## src/rtl/osc_upd.sv

```systemverilog
// osc_upd: time-multiplexed phase update engine and state store for an oscillator bank.
// Define OSC_UPD_TICK_QUEUE_EN to queue one tick that arrives during a sweep.
module osc_upd #(
    parameter int N = 10,
    parameter int W = 20
) (
    input  logic                clk,
    input  logic                rst,
    input  logic                tick,
    input  logic                wr_en,
    input  logic [5:0]          wr_num,
    input  logic [W-1:0]        wr_max,
    output logic [5:0]          osc_num,
    output logic [N-1:0][W-1:0] count,
    output logic [N-1:0][W-1:0] max,
    output logic [N-1:0]        wave,
    output logic                busy,
    output logic                done,
    output logic                overrun
);

    typedef enum logic {IDLE, SCAN} state_t;

    state_t              state_q, state_d;
    logic [5:0]          idx_q, idx_d;
    logic                done_q, done_d;
    logic                overrun_q, overrun_d;
    logic [N-1:0][W-1:0] count_q, count_d;
    logic [N-1:0][W-1:0] max_q, max_d;
    logic [N-1:0]        wave_q, wave_d;
    logic                last_osc;
`ifdef OSC_UPD_TICK_QUEUE_EN
    logic                pending_q, pending_d;
`endif

    assign last_osc = (idx_q == 6'(N - 1));

    always_ff @(posedge clk or posedge rst) begin
        if (rst) begin
            state_q   <= IDLE;
            idx_q     <= '0;
            done_q    <= 1'b0;
            overrun_q <= 1'b0;
`ifdef OSC_UPD_TICK_QUEUE_EN
            pending_q <= 1'b0;
`endif
        end else begin
            state_q   <= state_d;
            idx_q     <= idx_d;
            done_q    <= done_d;
            overrun_q <= overrun_d;
`ifdef OSC_UPD_TICK_QUEUE_EN
            pending_q <= pending_d;
`endif
        end
    end

    always_comb begin
        state_d   = state_q;
        idx_d     = idx_q;
        done_d    = 1'b0;
        overrun_d = overrun_q;
`ifdef OSC_UPD_TICK_QUEUE_EN
        pending_d = pending_q;
`endif
        case (state_q)
            IDLE: begin
`ifdef OSC_UPD_TICK_QUEUE_EN
                // A queued tick restarts immediately; a fresh tick in that same cycle takes its place.
                if (tick || pending_q) begin
                    state_d   = SCAN;
                    idx_d     = '0;
                    pending_d = tick && pending_q;
                end
`else
                if (tick) begin
                    state_d = SCAN;
                    idx_d   = '0;
                end
`endif
            end
            SCAN: begin
                if (last_osc) begin
                    state_d = IDLE;
                    idx_d   = '0;
                    done_d  = 1'b1;
                end else begin
                    idx_d = idx_q + 6'd1;
                end
                if (tick) begin
`ifdef OSC_UPD_TICK_QUEUE_EN
                    if (pending_q) overrun_d = 1'b1;
                    else           pending_d = 1'b1;
`else
                    overrun_d = 1'b1;
`endif
                end
            end
            default: state_d = IDLE;
        endcase
    end

    always_comb begin
        busy    = (state_q == SCAN);
        osc_num = idx_q;
        done    = done_q;
        overrun = overrun_q;
        count   = count_q;
        max     = max_q;
        wave    = wave_q;
    end

    // Host loads are applied after the sweep update so a same-oscillator collision favours the load.
    always_comb begin
        count_d = count_q;
        max_d   = max_q;
        wave_d  = wave_q;
        for (int i = 0; i < N; i++) begin
            if (state_q == SCAN && idx_q == 6'(i)) begin
                if (max_q[i] == '0) begin
                    count_d[i] = '0;
                    wave_d[i]  = 1'b0;
                end else if (count_q[i] >= max_q[i] - W'(1)) begin
                    count_d[i] = '0;
                    wave_d[i]  = ~wave_q[i];
                end else begin
                    count_d[i] = count_q[i] + W'(1);
                end
            end
            if (wr_en && wr_num == 6'(i)) begin
                max_d[i]   = wr_max;
                count_d[i] = '0;
                wave_d[i]  = 1'b0;
            end
        end
    end

    always_ff @(posedge clk or posedge rst) begin
        if (rst) begin
            count_q <= '0;
            max_q   <= '0;
            wave_q  <= '0;
        end else begin
            count_q <= count_d;
            max_q   <= max_d;
            wave_q  <= wave_d;
        end
    end

endmodule

```

## config.mk

```make
export PLATFORM = sky130hd
export DESIGN_NAME = osc_upd
export DESIGN_NICKNAME = d
export VERILOG_FILES = /design/src/rtl/osc_upd.sv
export SDC_FILE = /design/constraint.sdc
export NUM_CORES = 1
export LEC_CHECK = 0
export ABC_AREA = 1
export BUFFER_PORTS_ARGS = -buffer_cell sky130_fd_sc_hd__buf_2
export CAP_MARGIN = 20
export CORE_ASPECT_RATIO = 0.75
export CORE_UTILIZATION = 45
export CTS_BUF_LIST = sky130_fd_sc_hd__clkbuf_8
export CTS_CLUSTER_DIAMETER = 50
export DETAILED_ROUTE_END_ITERATION = 8
export PLACE_DENSITY_LB_ADDON = 0.15
export REMOVE_ABC_BUFFERS = 1
export SYNTH_ARGS = -nofsm -noshare
export SYNTH_HDL_FRONTEND = slang
export SYNTH_SLANG_ARGS = --single-unit
```

## constraint.sdc

```tcl
create_clock -name clk -period 16.85 [get_ports clk]
set_input_delay 3.37 -clock clk [delete_from_list [all_inputs] [get_ports clk]]
set_output_delay 3.37 -clock clk [all_outputs]
set_load 0.03 [all_outputs]
```

==> run metrics, run 1 <==
combinational power share 37.3%; clock power share 28.7%; Worst setup EP type register; WL/cell 17.8 um; CP Cell Sequence buf_2 -> nor2_4 -> nand3_2 -> nand2_2 -> nand3_1 -> nor3_2 -> nand2_1 -> nand2_1 -> nand2_1 -> nor2_1; IO Pins 449; global-route usage over all layers 28.7%; Worst path slowest cell nand3_2; Critical Path Source Type input pin; clk buf depth 3; via count 27300; synthesized instance count 3962; max incr delay on CP 0.62 ns; synthesized area 29100 um2; CTS clock-pin slew for the worst setup and hold paths 0.06 ns; Int Pwr 2.19 mW; grt peak-use layer met1; Chip Width 296 um; PD cells 113 nW/um2; Post-CTS Setup Bufs 0; maximum VDD drop 0.0584 mV; met1 Usage GRT 42.0%; Starting Density 45.6%; share of cells above drive strength 1 14.8%; Synth Area per Inst 7.35 um2; most used cell, CP nand2_1; die area 65700 um2; slew margin rel. 33.1%; Syn-to-layout area delta 16.0%; placed instance count 5193; M2 GR Usage 41.0%; grt ovf 0; Pleak 18.3 nW; first-pass GRT wire length 146 mm; vias in the first global route 24700; Worst-Margin Slew 1.00 ns; fillcell total 6424; count of input and output buffers 448; Switch Pwr 1.64 mW; Post-DRT Antenna Nets 0; CP bufs+invs 1; pre-CTS setup slack 11.12 ns; sequential power share 34.1%; crit path DAT 5.68 ns; sequential area share after synthesis 36.0%; final hold vios 0; largest net degree at the start of global routing 118; Core Area 63800 um2; worst-path fanout max 42; switching portion of total power 42.8%; Vias/cell 5.12; Hold Path Class register to register; critical path class input pin to register; H-tree depth 3; Critical Path RT 17.45 ns; YS warnings 0; final setup TNS 0 ns; fin nets 4674; Gates resized, CTS repair 0; min cycle time layout 5.08 ns; RePlAce Congestion 0.927; initial antenna violation count 8; DR pass1 iterations 8; CTS sink count 419; FMAX 197 MHz; std cell rows 80; RSZ-0062 raised after global routing false; Final Skew 0.0185 ns; Yosys reg bits 419; DR iter-0 viols 1987; DP Wirelength 70.4 mm; Crit. Startpoint wr_num[3]; max-cap violation count 0; Clk Tree Root Cell clkbuf_8; status complete, no violations; Final Non-Filler Cells 5331; max-slew violation count 0; final setup margin 11.77 ns; worst-skew pair later-pin latency 0.69 ns; hold_buf cts 0; commonest non-fill, non-tap cell in the layout nand2_1; die height 222 um; # DRC 0; most frequent cells in the layout nand2_1, inv_1, buf_2, nor2_1, dfrtp_1; met3 Use GR 7.52%; HP Start overrun; Synth cell types 51; TritonCTS clock tree yes; Final setup viols 0; TritonCTS buffer count 76; crit-path leading delay family simple AND/OR/NAND/NOR gates; Tcrit/Tclk final 30.1%; Reg-to-Reg Start max[100]; Routed WL 94.8 mm
## flip-flops by register name, summed over array words and instances (netlist names)
register	count
busy	1
count	200
done	1
max	200
osc_num	6
overrun	1
wave	10
## power by group through the flow
stage          Clock, mW  Combinational (mW)  Sequential, mW
3_5_place_dp           0                1.42            1.31
6_report            1.10                1.42            1.30
5_1_grt             1.15                1.61            1.32
3_3_place_gp           0                1.40            1.31
2_1_floorplan          0               0.811            1.48
4_1_cts             1.11                1.43            1.30
## kinds of logic (layout without fill, tap and decap cells)
logic type	count (synthesis)	count (layout)	share of synthesized area, %
simple gates	1895	1895	28.0
compound gates	545	545	9.79
buf+inv	606	1112	8.23
other cells	0	2	0
xor+xnor	263	263	7.91
fa+ha+maj	234	234	10.1
flops	419	419	36.0
## synth_stat cells, drive strengths merged
cell	count	area share (%)
buf	45	0.99
inv	519	6.7
xor2	183	5.5
nor3b	3	0.095
or2	14	0.30
o211ai	3	0.077
o31ai	4	0.10
a31oi	5	0.11
o21a	4	0.10
ha	234	10
a32o	3	0.10
o21bai	6	0.15
dfrtp	419	36
nand3b	10	0.27
clkbuf	42	0.54
and2	2	0.043
nand3	169	3.0
nor4	11	0.29
a21boi	4	0.10
xnor2	80	2.4
nand2b	1	0.022
nor3	105	2.0
nand4	93	2.0
nor2	445	6.0
and3	2	0.043
a21oi	211	3.7
o22ai	16	0.34
a31o	1	0.030
o21ai	282	4.8
o32ai	1	0.030
nand2	1040	14
a21o	5	0.13
## final timing paths
path	end	cells after the start	slack (ns)
min	overrun	1	0.46
max	count[68]	10	11.77
max reg2reg	wave[5]	18	13.04
max in group asynchronous	count[129]	3	12.39
min reg2reg	overrun	1	0.46
min in group asynchronous	done	2	2.86
## per-stage QoR
step	area [um2]	utilization, %	power [mW]	hold WS (ns)
after floorplan	28700	-	2.29	0.636
after global placement	32100	50.3	2.72	0.443
after detailed placement	32100	50.3	2.73	0.451
after CTS	33700	52.9	3.84	0.463
after global routing	33700	52.9	4.09	0.478
final	33700	52.9	3.82	0.458
## worst register-to-register path: stages, from the launching register on
cell and delay, ns:
dfrtp_1 0.43, inv_1 0.14, ha_1 0.23, nand3_1 0.15, nor2_2 0.19, nand2_1 0.10, or2_1 0.28, nor3_4 0.18
xor2_1 0.17, inv_1 0.06, ha_1 0.26, nand2_1 0.05, nor2_1 0.26, a21boi_0 0.27, nor3_1 0.09, nand2_1 0.59
nand2_1 0.10, nand2_1 0.09, nand2_1 0.05
## final cells by class
| class | instances | area, um2 | share of cell area, % |
|---|---|---|---|
| repair buffers | 457 | 2310 | 6.84 |
| well taps | 861 | 1080 | 3.19 |
| clock buffers | 96 | 1320 | 3.92 |
| inverters | 519 | 1960 | 5.79 |
| multi-input cells | 2937 | 16200 | 48.1 |
| flip-flops and latches | 419 | 10500 | 31.1 |
| clock inverters | 40 | 369 | 1.09 |
| diodes | 2 | 5.00 | 0.0148 |
## layer usage
metal,share of wire [%],vias to the layer above
li1,-,13700
met1,47,12600
met2,42,867
met3,8.6,154
met4,2.8,0
met5,0,-
Power figures use the tool's default switching activity.
==> run 2: changes to the inputs <==
==> constraint.sdc (replaced) <==
create_clock -name clk -period 4.2 [get_ports clk]
set_input_delay 0.84 -clock clk [delete_from_list [all_inputs] [get_ports clk]]
set_output_delay 0.84 -clock clk [all_outputs]
set_load 0.03 [all_outputs]
==> run metrics, run 2 (same netlist as run 1, synthesis figures left out) <==
status complete, no violations; first-pass GRT wire length 146 mm (unchanged); FF-to-FF path depth 18 (unchanged); share of cells above drive strength 1 14.9% (+0.13 points); M2 GR Usage 40.6% (-0.46 points); Pleak 18.4 nW (+0.31%); commonest non-fill, non-tap cell in the layout nand2_1; Syn-to-layout area delta 16.4%; Tot Pwr 15.3 mW (+300%); Post-Layout Inst Area 33900 um2 (+0.35%); H-tree depth 3 (unchanged); FF+latch area 10500 um2 (unchanged); hold_buf cts 0 (unchanged); vias in the first global route 24700 (+0.0081%); worst-skew pair later-pin latency 0.69 ns (about the same); Core Area 63800 um2 (unchanged); Vias/cell 5.08 (-0.93%); met1 Usage GRT 41.8% (-0.26 points); Gates resized, CTS repair 0 (unchanged); max-slew violation count 0 (unchanged); Final setup viols 0 (unchanged); final hold vios 0 (unchanged); std cell rows 80 (unchanged); DR iter-0 viols 1978 (-0.45%); FMAX 283 MHz; Critical Path RT 4.78 ns (-12.67 ns); final setup TNS 0 ns (unchanged); Final Non-Filler Cells 5342 (+0.21%); initial antenna violation count 14 (+6); Starting Density 45.6% (unchanged); maximum VDD drop 0.284 mV (+390%); crit path DAT 4.12 ns (-1.56 ns); die area 65700 um2 (unchanged); RePlAce Congestion 0.940 (+1.5%); multi-input combinational cell area 16200 um2 (unchanged); Critical Path Source Type register; WL/cell 17.7 um (-0.67%); RSZ-0062 raised after global routing false; Routed WL 94.4 mm (-0.47%); Post-DRT Antenna Nets 0 (unchanged); # DRC 0 (unchanged); most frequent cells in the layout nand2_1, inv_1, buf_2, nor2_1, dfrtp_1; reg2reg end count[0]; slew margin rel. 30.6% (-2.5 points); Reg-to-Reg Start max[0]; clk buf depth 3 (unchanged); CTS sink count 419 (unchanged); DR pass1 iterations 5 (-3); Placed Area 32200 um2 (+0.43%); via count 27100 (-0.72%); FF-to-FF setup slack 0.66 ns (-12.38 ns); largest net degree at the start of global routing 99 (-16%); TritonCTS buffer count 78 (+2.6%); die height 222 um (unchanged); CTS clock-pin slew for the worst setup and hold paths 0.06 ns (about the same); PD cells 450 nW/um2 (+300%); Worst-Margin Slew 1.04 ns (+0.0367 ns); WHS 0.282 ns (-0.176 ns); Chip Width 296 um (unchanged); IO Pins 449 (unchanged); count of input and output buffers 448 (unchanged); worst-path fanout max 22 (-48%); met3 Use GR 7.94% (+0.42 points); Worst setup EP type register; grt ovf 0 (unchanged); placed instance count 5203 (+0.19%); Hold Path Class input pin to async pin; TritonCTS clock tree yes; DP Wirelength 70.7 mm (+0.34%); critical path class register to register; min cycle time layout 3.54 ns; Post-CTS Setup Bufs 0 (unchanged); Final Skew 0.0352 ns (+0.0166 ns); max-cap violation count 0 (unchanged); Tcrit/Tclk final 84.3%; fillcell total 6394 (-0.47%); grt peak-use layer met1; fin nets 4686 (+0.26%); global-route usage over all layers 28.7% (+0.046 points); Clk Tree Root Cell clkbuf_8
[run 2: changes by cell type in the layout (fill, tap and decap cells not counted), moves of 3 or more]
cell      previous run  this run
inv_6                1         4
buf_4                9        14
buf_12               0         5
diode_2              2         5
clkinv_2            12         7
[run 2: layer usage]
layer / share of wire (%) / up-vias
met5: 0 / -
met4: 3.1 / 0
met3: 8.9 / 148
met2: 41 / 844
met1: 47 / 12400
li1: - / 13700
[run 2: metrics by stage]
stage	util, %	setup slack, ns
after floorplan	-	-8.30
after global placement	50.5	0.793
after detailed placement	50.5	0.691
after CTS	53.1	0.701
after global routing	53.1	0.231
final	53.1	0.660
[run 2: worst max path at each step]
stage | startpoint | to | slack [ns] | cells after the start
floorplan | rst | busy | -8.30 | 1
global placement | max[0] | wave[0] | 0.79 | 20
detailed placement | max[0] | count[0] | 0.69 | 18
CTS | max[0] | count[0] | 0.70 | 18
global route | max[0] | wave[0] | 0.23 | 20
finish | max[0] | count[0] | 0.66 | 18
[run 2: area by class of cell]
type                       instances  area share (%)
multi-input combinational       2937            47.9
sequential                       419            31.0
timing repair buffer             467            7.23
inverter                         519            5.77
clock buffer                      95            3.86
tap                              861            3.18
clock inverter                    39            1.05
antenna                            5          0.0369
[run 2: worst max-delay path: stages, from the launching register on]
cell and delay, ns:
dfrtp_1 0.46, inv_1 0.14, ha_1 0.20, inv_1 0.05
nor2_1 0.21, inv_1 0.09, nor3_1 0.26, nand2_1 0.18
nor2_1 0.15, xor2_1 0.16, inv_1 0.05, ha_1 0.28
nand4_1 0.10, inv_1 0.05, nand2_1 0.06, o211ai_1 0.07
nor2_1 0.09, nand2_1 0.48, o21ai_0 0.34
[run 2: power breakdown]
group | internal (mW) | switching [mW]
Clock | 2.42 | 1.88
Combinational | 1.81 | 3.94
Sequential | 4.49 | 0.714
